<file path="src/rtl/stage3_fence_sequencer.sv">
// Sequences FENCE.I / SFENCE.VMA maintenance beside the mem stage: D$ writeback, then I$
// invalidate, then I/D TLB fences, holding the pipeline stalled until every phase ends.
module stage3_fence_sequencer #(
  parameter int unsigned TIMEOUT_CYCLES = 1024,
  parameter bit          AT_ENABLED     = 1'b1,
  parameter int unsigned ASID_W         = 9
) (
  input  logic              CLK,
  input  logic              nRST,
  input  logic              fence_i_req_i,
  input  logic              sfence_req_i,
  input  logic              mem_advance_i,
  input  logic [ASID_W-1:0] sfence_asid_i,
  input  logic [31:0]       sfence_va_i,
  input  logic              dflush_done_i,
  input  logic              iflush_done_i,
  input  logic              itlb_done_i,
  input  logic              dtlb_done_i,
  output logic              dcache_flush_o,
  output logic              icache_flush_o,
  output logic              itlb_fence_o,
  output logic              dtlb_fence_o,
  output logic [ASID_W-1:0] fence_asid_o,
  output logic [31:0]       fence_va_o,
  output logic              fence_stall_o,
  output logic              fence_done_o,
  output logic              fence_timeout_o
);

  localparam int unsigned CNT_W = (TIMEOUT_CYCLES > 1) ? $clog2(TIMEOUT_CYCLES) : 1;
  localparam logic [CNT_W-1:0] CNT_LAST = CNT_W'(TIMEOUT_CYCLES - 1);

  typedef enum logic [2:0] {
    S_IDLE,
    S_DFLUSH,
    S_IFLUSH,
    S_TLB,
    S_DONE
  } state_e;

  state_e            state_q, state_d;
  logic              armed_q, armed_d;
  logic              need_i_q, need_i_d;
  logic              need_t_q, need_t_d;
  logic              entry_q, entry_d;
  logic              itlb_seen_q, itlb_seen_d;
  logic              dtlb_seen_q, dtlb_seen_d;
  logic [CNT_W-1:0]  cnt_q, cnt_d;
  logic [ASID_W-1:0] asid_q, asid_d;
  logic [31:0]       va_q, va_d;

  logic any_req;
  logic accept;
  logic in_phase;
  logic waiting;
  logic expired;
  logic itlb_hit;
  logic dtlb_hit;

  assign any_req  = fence_i_req_i | sfence_req_i;
  assign accept   = (state_q == S_IDLE) & armed_q & any_req;
  assign in_phase = (state_q == S_DFLUSH) | (state_q == S_IFLUSH) | (state_q == S_TLB);
  // The strobe goes out in the entry cycle; done pulses only count from the following cycle.
  assign waiting  = in_phase & ~entry_q;
  assign expired  = waiting & (cnt_q == CNT_LAST);
  assign itlb_hit = itlb_seen_q | (waiting & itlb_done_i);
  assign dtlb_hit = dtlb_seen_q | (waiting & dtlb_done_i);

  assign fence_stall_o = accept | in_phase;
  assign fence_asid_o  = asid_q;
  assign fence_va_o    = va_q;

  // NOTE: every signal written here gets a default first, so no path can infer a latch.
  always_comb begin
    state_d         = state_q;
    need_i_d        = need_i_q;
    need_t_d        = need_t_q;
    itlb_seen_d     = itlb_seen_q;
    dtlb_seen_d     = dtlb_seen_q;
    asid_d          = asid_q;
    va_d            = va_q;
    dcache_flush_o  = 1'b0;
    icache_flush_o  = 1'b0;
    itlb_fence_o    = 1'b0;
    dtlb_fence_o    = 1'b0;
    fence_done_o    = 1'b0;
    fence_timeout_o = 1'b0;

    unique case (state_q)
      S_IDLE: begin
        if (accept) begin
          need_i_d = fence_i_req_i;
          need_t_d = sfence_req_i & AT_ENABLED;
          asid_d   = sfence_asid_i;
          va_d     = sfence_va_i;
          if (fence_i_req_i)                   state_d = S_DFLUSH;
          else if (sfence_req_i & AT_ENABLED)  state_d = S_TLB;
          else                                 state_d = S_DONE;
        end
      end
      S_DFLUSH: begin
        dcache_flush_o = entry_q;
        if (waiting & dflush_done_i) begin
          state_d = S_IFLUSH;
        end else if (expired) begin
          fence_timeout_o = 1'b1;
          state_d         = S_IFLUSH;
        end
      end
      S_IFLUSH: begin
        icache_flush_o = entry_q;
        if ((waiting & iflush_done_i) | expired) begin
          fence_timeout_o = expired & ~iflush_done_i;
          state_d         = need_t_q ? S_TLB : S_DONE;
        end
      end
      S_TLB: begin
        itlb_fence_o = entry_q;
        dtlb_fence_o = entry_q;
        itlb_seen_d  = itlb_hit;
        dtlb_seen_d  = dtlb_hit;
        if (itlb_hit & dtlb_hit) begin
          state_d = S_DONE;
        end else if (expired) begin
          fence_timeout_o = 1'b1;
          state_d         = S_DONE;
        end
      end
      S_DONE: begin
        fence_done_o = 1'b1;
        need_i_d     = 1'b0;
        need_t_d     = 1'b0;
        itlb_seen_d  = 1'b0;
        dtlb_seen_d  = 1'b0;
        state_d      = S_IDLE;
      end
      default: state_d = S_IDLE;
    endcase
  end

  // Counter restarts on every state change and saturates at the abandon point.
  always_comb begin
    entry_d = (state_d != state_q);
    cnt_d   = cnt_q;
    if (entry_d)                             cnt_d = '0;
    else if (in_phase && cnt_q != CNT_LAST)  cnt_d = cnt_q + 1'b1;
  end

  // A fence held in the mem stage by our own stall must not be accepted twice.
  always_comb begin
    armed_d = armed_q;
    if (mem_advance_i | ~any_req) armed_d = 1'b1;
    if (accept)                   armed_d = 1'b0;
  end

  // NOTE: sequential state is updated with non-blocking assignments only.
  always_ff @(posedge CLK or negedge nRST) begin
    if (!nRST) begin
      state_q     <= S_IDLE;
      armed_q     <= 1'b1;
      need_i_q    <= 1'b0;
      need_t_q    <= 1'b0;
      entry_q     <= 1'b0;
      itlb_seen_q <= 1'b0;
      dtlb_seen_q <= 1'b0;
      cnt_q       <= '0;
      asid_q      <= '0;
      va_q        <= '0;
    end else begin
      state_q     <= state_d;
      armed_q     <= armed_d;
      need_i_q    <= need_i_d;
      need_t_q    <= need_t_d;
      entry_q     <= entry_d;
      itlb_seen_q <= itlb_seen_d;
      dtlb_seen_q <= dtlb_seen_d;
      cnt_q       <= cnt_d;
      asid_q      <= asid_d;
      va_q        <= va_d;
    end
  end

endmodule

</file>
<file path="config.mk">
export PLATFORM = sky130hd
export DESIGN_NAME = stage3_fence_sequencer
export DESIGN_NICKNAME = d
export VERILOG_FILES = /design/src/rtl/stage3_fence_sequencer.sv
export SDC_FILE = /design/constraint.sdc
export NUM_CORES = 1
export LEC_CHECK = 0
export CORE_UTILIZATION = 41
export DETAILED_ROUTE_END_ITERATION = 10
export GPL_ROUTABILITY_DRIVEN = 0
export PLACE_DENSITY_LB_ADDON = 0.08
export SLEW_MARGIN = 20
export SYNTH_ARGS = -nofsm -noshare
export SYNTH_HDL_FRONTEND = slang
export SYNTH_SLANG_ARGS = --single-unit
</file>
<file path="constraint.sdc">
create_clock -name CLK -period 2.1 [get_ports CLK]
set_input_delay 0.42 -clock CLK [delete_from_list [all_inputs] [get_ports CLK]]
set_output_delay 0.42 -clock CLK [all_outputs]
set_load 0.01 [all_outputs]
</file>
Word level (Yosys, flattened, before mapping)
Cells that the tools add are included. W data, S select, Z words.

Bits in registers: 59. Input port bits: 50. Output and inout port bits: 48. Word-level logic and storage cells: 74.

$add $sub $neg: 1. Eq/ne operators: 8. Multiplexer cells: 27. Bitwise logic cells: 21. Reduce and logical (&&, ||, !) cells: 8.

Operator list (count): $mux W3 (9); $mux W10 (2); $pmux W3 S4 (1); $mux W1 (11); $add A10 B1 Y10 const B (1); $and A1 B1 Y1 (10); $eq A10 B10 Y1 const B (1); $ne A10 B10 Y1 const B (1); $or A1 B1 Y1 (8); $reduce_bool A2 Y1 (4); $eq A3 B2 Y1 const B (2); $pmux W1 S2 (3); $reduce_and A2 Y1 (2); $eq A3 B1 Y1 const B (1); $eq A3 B3 Y1 const B (1); $logic_not A3 Y1 (1); $ne A3 B3 Y1 (1); $not A1 Y1 (3); $pmux W1 S3 (1); $ne A2 B2 Y1 const B (1); $logic_and A1 B1 Y1 (1).

Longest topological paths before layout
Depth in word-level cells: 11. Depth in mapped cells: 7. Mapped depth without buffers: 6.

Worst setup path before layout
OpenSTA, ideal clock, no wires.

Path type: register to output. Start point: reg state_q[0]. End point: out fence_timeout_o. Data arrival time: 1.524 ns. Data required time: 1.680 ns. Path slack: 0.156 ns. Cell stages (with the launch flop): 7. Buffers on the path: 2. Path through: dfrtp_1 -> buf_6 -> or2_2 -> clkbuf_1 -> nand2_1 -> or4_1 -> a21oi_1.

Cells in the longest elaborated chain, start to end: 9. Elaborated cells between the ends (all ways): 21. Those cells by class: eq/ne (3); mux (5); bitwise (13).

RTL lines: start: declaration (line 41) `state_e state_q, state_d;`; start signal: assignment (line 170) `state_q <= state_d;`; $eq A3 B1 Y1 / $eq A3 B2 Y1 (equally long branches) (line 62, 89); $or A1 B1 Y1 (2 in a row) (line 62) `assign in_phase = (state_q == S_DFLUSH) | (state_q == S_IFLUSH) | (state_q == S_TLB);`; $and A1 B1 Y1 (line 64) `assign waiting = in_phase & ~entry_q;`; $and A1 B1 Y1 (on tied branches) (line 66, 67); $or A1 B1 Y1 (on tied branches) (line 66, 67); $and A1 B1 Y1 (line 122) `if (itlb_hit & dtlb_hit) begin`; $mux W1 (line 122); $pmux W1 S3 (*) (line 89) `unique case (state_q)`; end: declaration (line 27) `output logic fence_timeout_o`.

Mark *: on every way between the ends. The rest lies on a longest branch, timed or not.

Worst setup path after layout
Start point: reg cnt_q[1]. End point: out fence_timeout_o.

Cells in the longest elaborated chain, start to end: 5. Elaborated cells between the ends (all ways): 9. Those cells by class: eq/ne (1); mux (5); bitwise (3).

RTL lines: start: declaration (line 48) `logic [CNT_W-1:0] cnt_q, cnt_d;`; start signal: assignment (line 177) `cnt_q <= cnt_d;`; $eq A10 B10 Y1 (*) (line 65) `assign expired = waiting & (cnt_q == CNT_LAST);`; $and A1 B1 Y1 (*) (line 65); $mux W1, or another cell as far along (line 105, 124); $mux W1 (on tied branches) (line 122, 103, 112); $pmux W1 S3 (*) (line 89).

Marked as above.

==> qor.txt <==
Status = finished with violations
Failing checks = DRC, setup timing
Post-Syn Area = 2770 µm²
Worst IR drop on VDD = 835 µV
Cell Pwr Density = 1490 nW/µm²
Crit-path cells = ha_2 -> nand2_2 -> or4_4 -> a21oi_2 -> buf_2
ANT cells = 0
Register area share after synthesis = 53.4%
Critical path type = reg -> out
Leading area contributor after synthesis = dfrtp_1
TritonCTS Buffers = 9
Count leader, synth = dfrtp_1
Worst slew pin tran = 0.380 ns
Crit path largest cell delay = 0.51 ns
Critical Path RT = 1.68 ns
Reg clk slew, reported paths = 0.07 ns
Largest net degree at the start of global routing = 60
Fmax = 474 MHz
Worst skew pair latency = 0.33 ns
CTS tree = done
H-tree lvl count = 3
CP max FO = 2
Drt total wl = 6720 µm
Antenna viol nets, final = 0
Final Max Tran Viols = 0
Post-synth EDFFs = 0
DP Wirelength = 4670 µm
Maxcap violations = 0
Area delta synth->final = 59.7%
Clock sinks = 59
Die area = 7080 µm²
Antenna violations before repair = 0
CP top delay family = simple AND/OR/NAND/NOR gates
Final Hold Viols = 0
Core Area = 6420 µm²
Period minus WS final = 2.11 ns
Global-route usage over all layers = 20.2%
CTS max path bufs = 2
Worst setup margin = -0.00850 ns
Cells after Synth = 224
FP Rows = 29
Synth cell types = 49
Iter 0 DRT Violations = 80
Design area = 4420 µm²
RSZ-0062 raised after global routing = yes
Synthesis-stage register bit count = 59
Starting Density = 43.1%
Critical Path Source Type = flip-flop
Critical path buffers and inverters = 1
Top cells by area, synth = dfrtp_1, mux2_2, nor3_1, mux2_1, and3_1
Die X = 84.1 µm
Average vias per placed instance = 5.24
Share of layout cells above drive strength 1 = 35.2%
# IOs = 98
Root Buffer = clkbuf_8
Drt wl/cell = 15.1 µm
Nets = 415
Placed cell area = 4080 µm²
Min-delay worst type = in -> async
Async S/R FF share, synth = 100%
Post-synth top cells = dfrtp_1, mux2_2, nand2_1
Final Skew = 0.00540 ns
First-pass GRT wire length = 11100 µm
Leak Pwr = 0.00189 µW
Slowest-stage cell, CP = or4_4
Avg Cell Area, Syn = 12.4 µm²
Yosys Warn Count = 0
Fin Setup TNS = -0.00850 ns
Most used flip-flop cell after synthesis = dfrtp_1
Height of the chip = 84.1 µm
GRT overflow = 0
Vias in the first global route = 2344
Worst setup EP type = primary output
Max-slew headroom = 74.3%
Final setup vio count = 1
Period utilisation layout = 100%
Syn nets = 275
Routed vias = 2336
Share of the synthesized area in the top cell type = 52.5%
Number of port buffers = 97
Hold buffer count at cts = 0
Iteration count of the initial detailed-routing pass = 7
DRC viols = 4
Worst Path Arrival = 1.69 ns
[placed cells by master (no fill, tap or decap), drive strengths merged, types with 6 or more instances in the layout]
cell,netlist,routed
nor3,10,10
nor4,8,8
nor2,8,8
buf,9,46
clkbuf,3,9
and3,7,7
dlygate4sd2,0,6
nand2,10,10
mux2,41,41
a21oi,8,8
nand3,7,7
dfrtp,58,58
clkdlybuf4s50,0,89
[cell type report]
type	instances	area (µm²)
multi-input combinational	148	1280
clock buffer	9	124
sequential	59	1480
tap	77	96.3
inverter	5	18.8
timing repair buffer	141	1310
fill	474	2000
clock inverter	7	116
[routing by layer]
layer / part of all wire [%] / GRT usage [%] / vias up / wire length, µm
li1: - / - / 1108 / -
met1: 42 / 24.7 / 1145 / 2810
met2: 49 / 32.0 / 72 / 3260
met3: 7.9 / 6.69 / 11 / 529
met4: 1.8 / 10.5 / 0 / 121
met5: 0 / 0 / - / 0
[sequential cells by signal, summed over array words and instances (netlist names)]
signal	count
armed_q	1
need_t_q	1
dtlb_seen_q	1
cnt_q	10
fence_asid_o	9
state_q	3
entry_q	1
fence_va_o	32
itlb_seen_q	1
[report_power, final]
part           switching (µW)  internal, µW  leakage (µW)  total (µW)
clock                     470           786      0.000119        1260
sequential                267          1640      0.000710        1910
combinational            1430          1960       0.00106        3390
total                    2170          4390       0.00189        6560
[what timing repair did]
item | in CTS | in global routing
gates resized for setup | 11 | 19
pin swaps | 0 | 7
setup endpoints to repair | 7 | 9
setup buffers | 0 | 5
[logic make-up after synthesis]
logic type,share of synthesized area [%]
AND/OR/NAND/NOR,14.1
flip-flops,53.4
buffers and inverters,3.30
AO/OA/AOI/OAI,9.45
XOR/XNOR,2.22
multiplexers,17.1
adder cells (fa/ha/maj),0.452
[through the flow]
step / utilization, % / total power (µW) / instances / setup WS, ns / hold slack [ns]
floorplan: - / 3620 / 224 / 0.156 / 0.124
global placement: 63.6 / 5200 / 425 / -0.392 / 0.452
detailed placement: 63.6 / 5250 / 425 / -0.425 / 0.452
CTS: 67.3 / 6540 / 441 / -0.185 / 0.0858
global route: 68.8 / 6950 / 446 / -0.0859 / 0.0972
finish: 68.8 / 6560 / 446 / -0.00850 / 0.0734
[worst paths after layout]
kind / start / endpoint / slack, ns / cells past startpoint
worst max-delay path: cnt_q[1] / fence_timeout_o / -0.009 / 5
worst min-delay path: nRST / cnt_q[3] / 0.07 / 2
worst max register to register: cnt_q[1] / cnt_q[5] / 0.03 / 7
worst min register to register: fence_asid_o[2] / fence_asid_o[2] / 0.49 / 1
max in group asynchronous: nRST / armed_q / 1.71 / 2
min in group CLK: fence_asid_o[2] / fence_asid_o[2] / 0.49 / 1
Note: power is estimated with default switching activity, not from simulation.
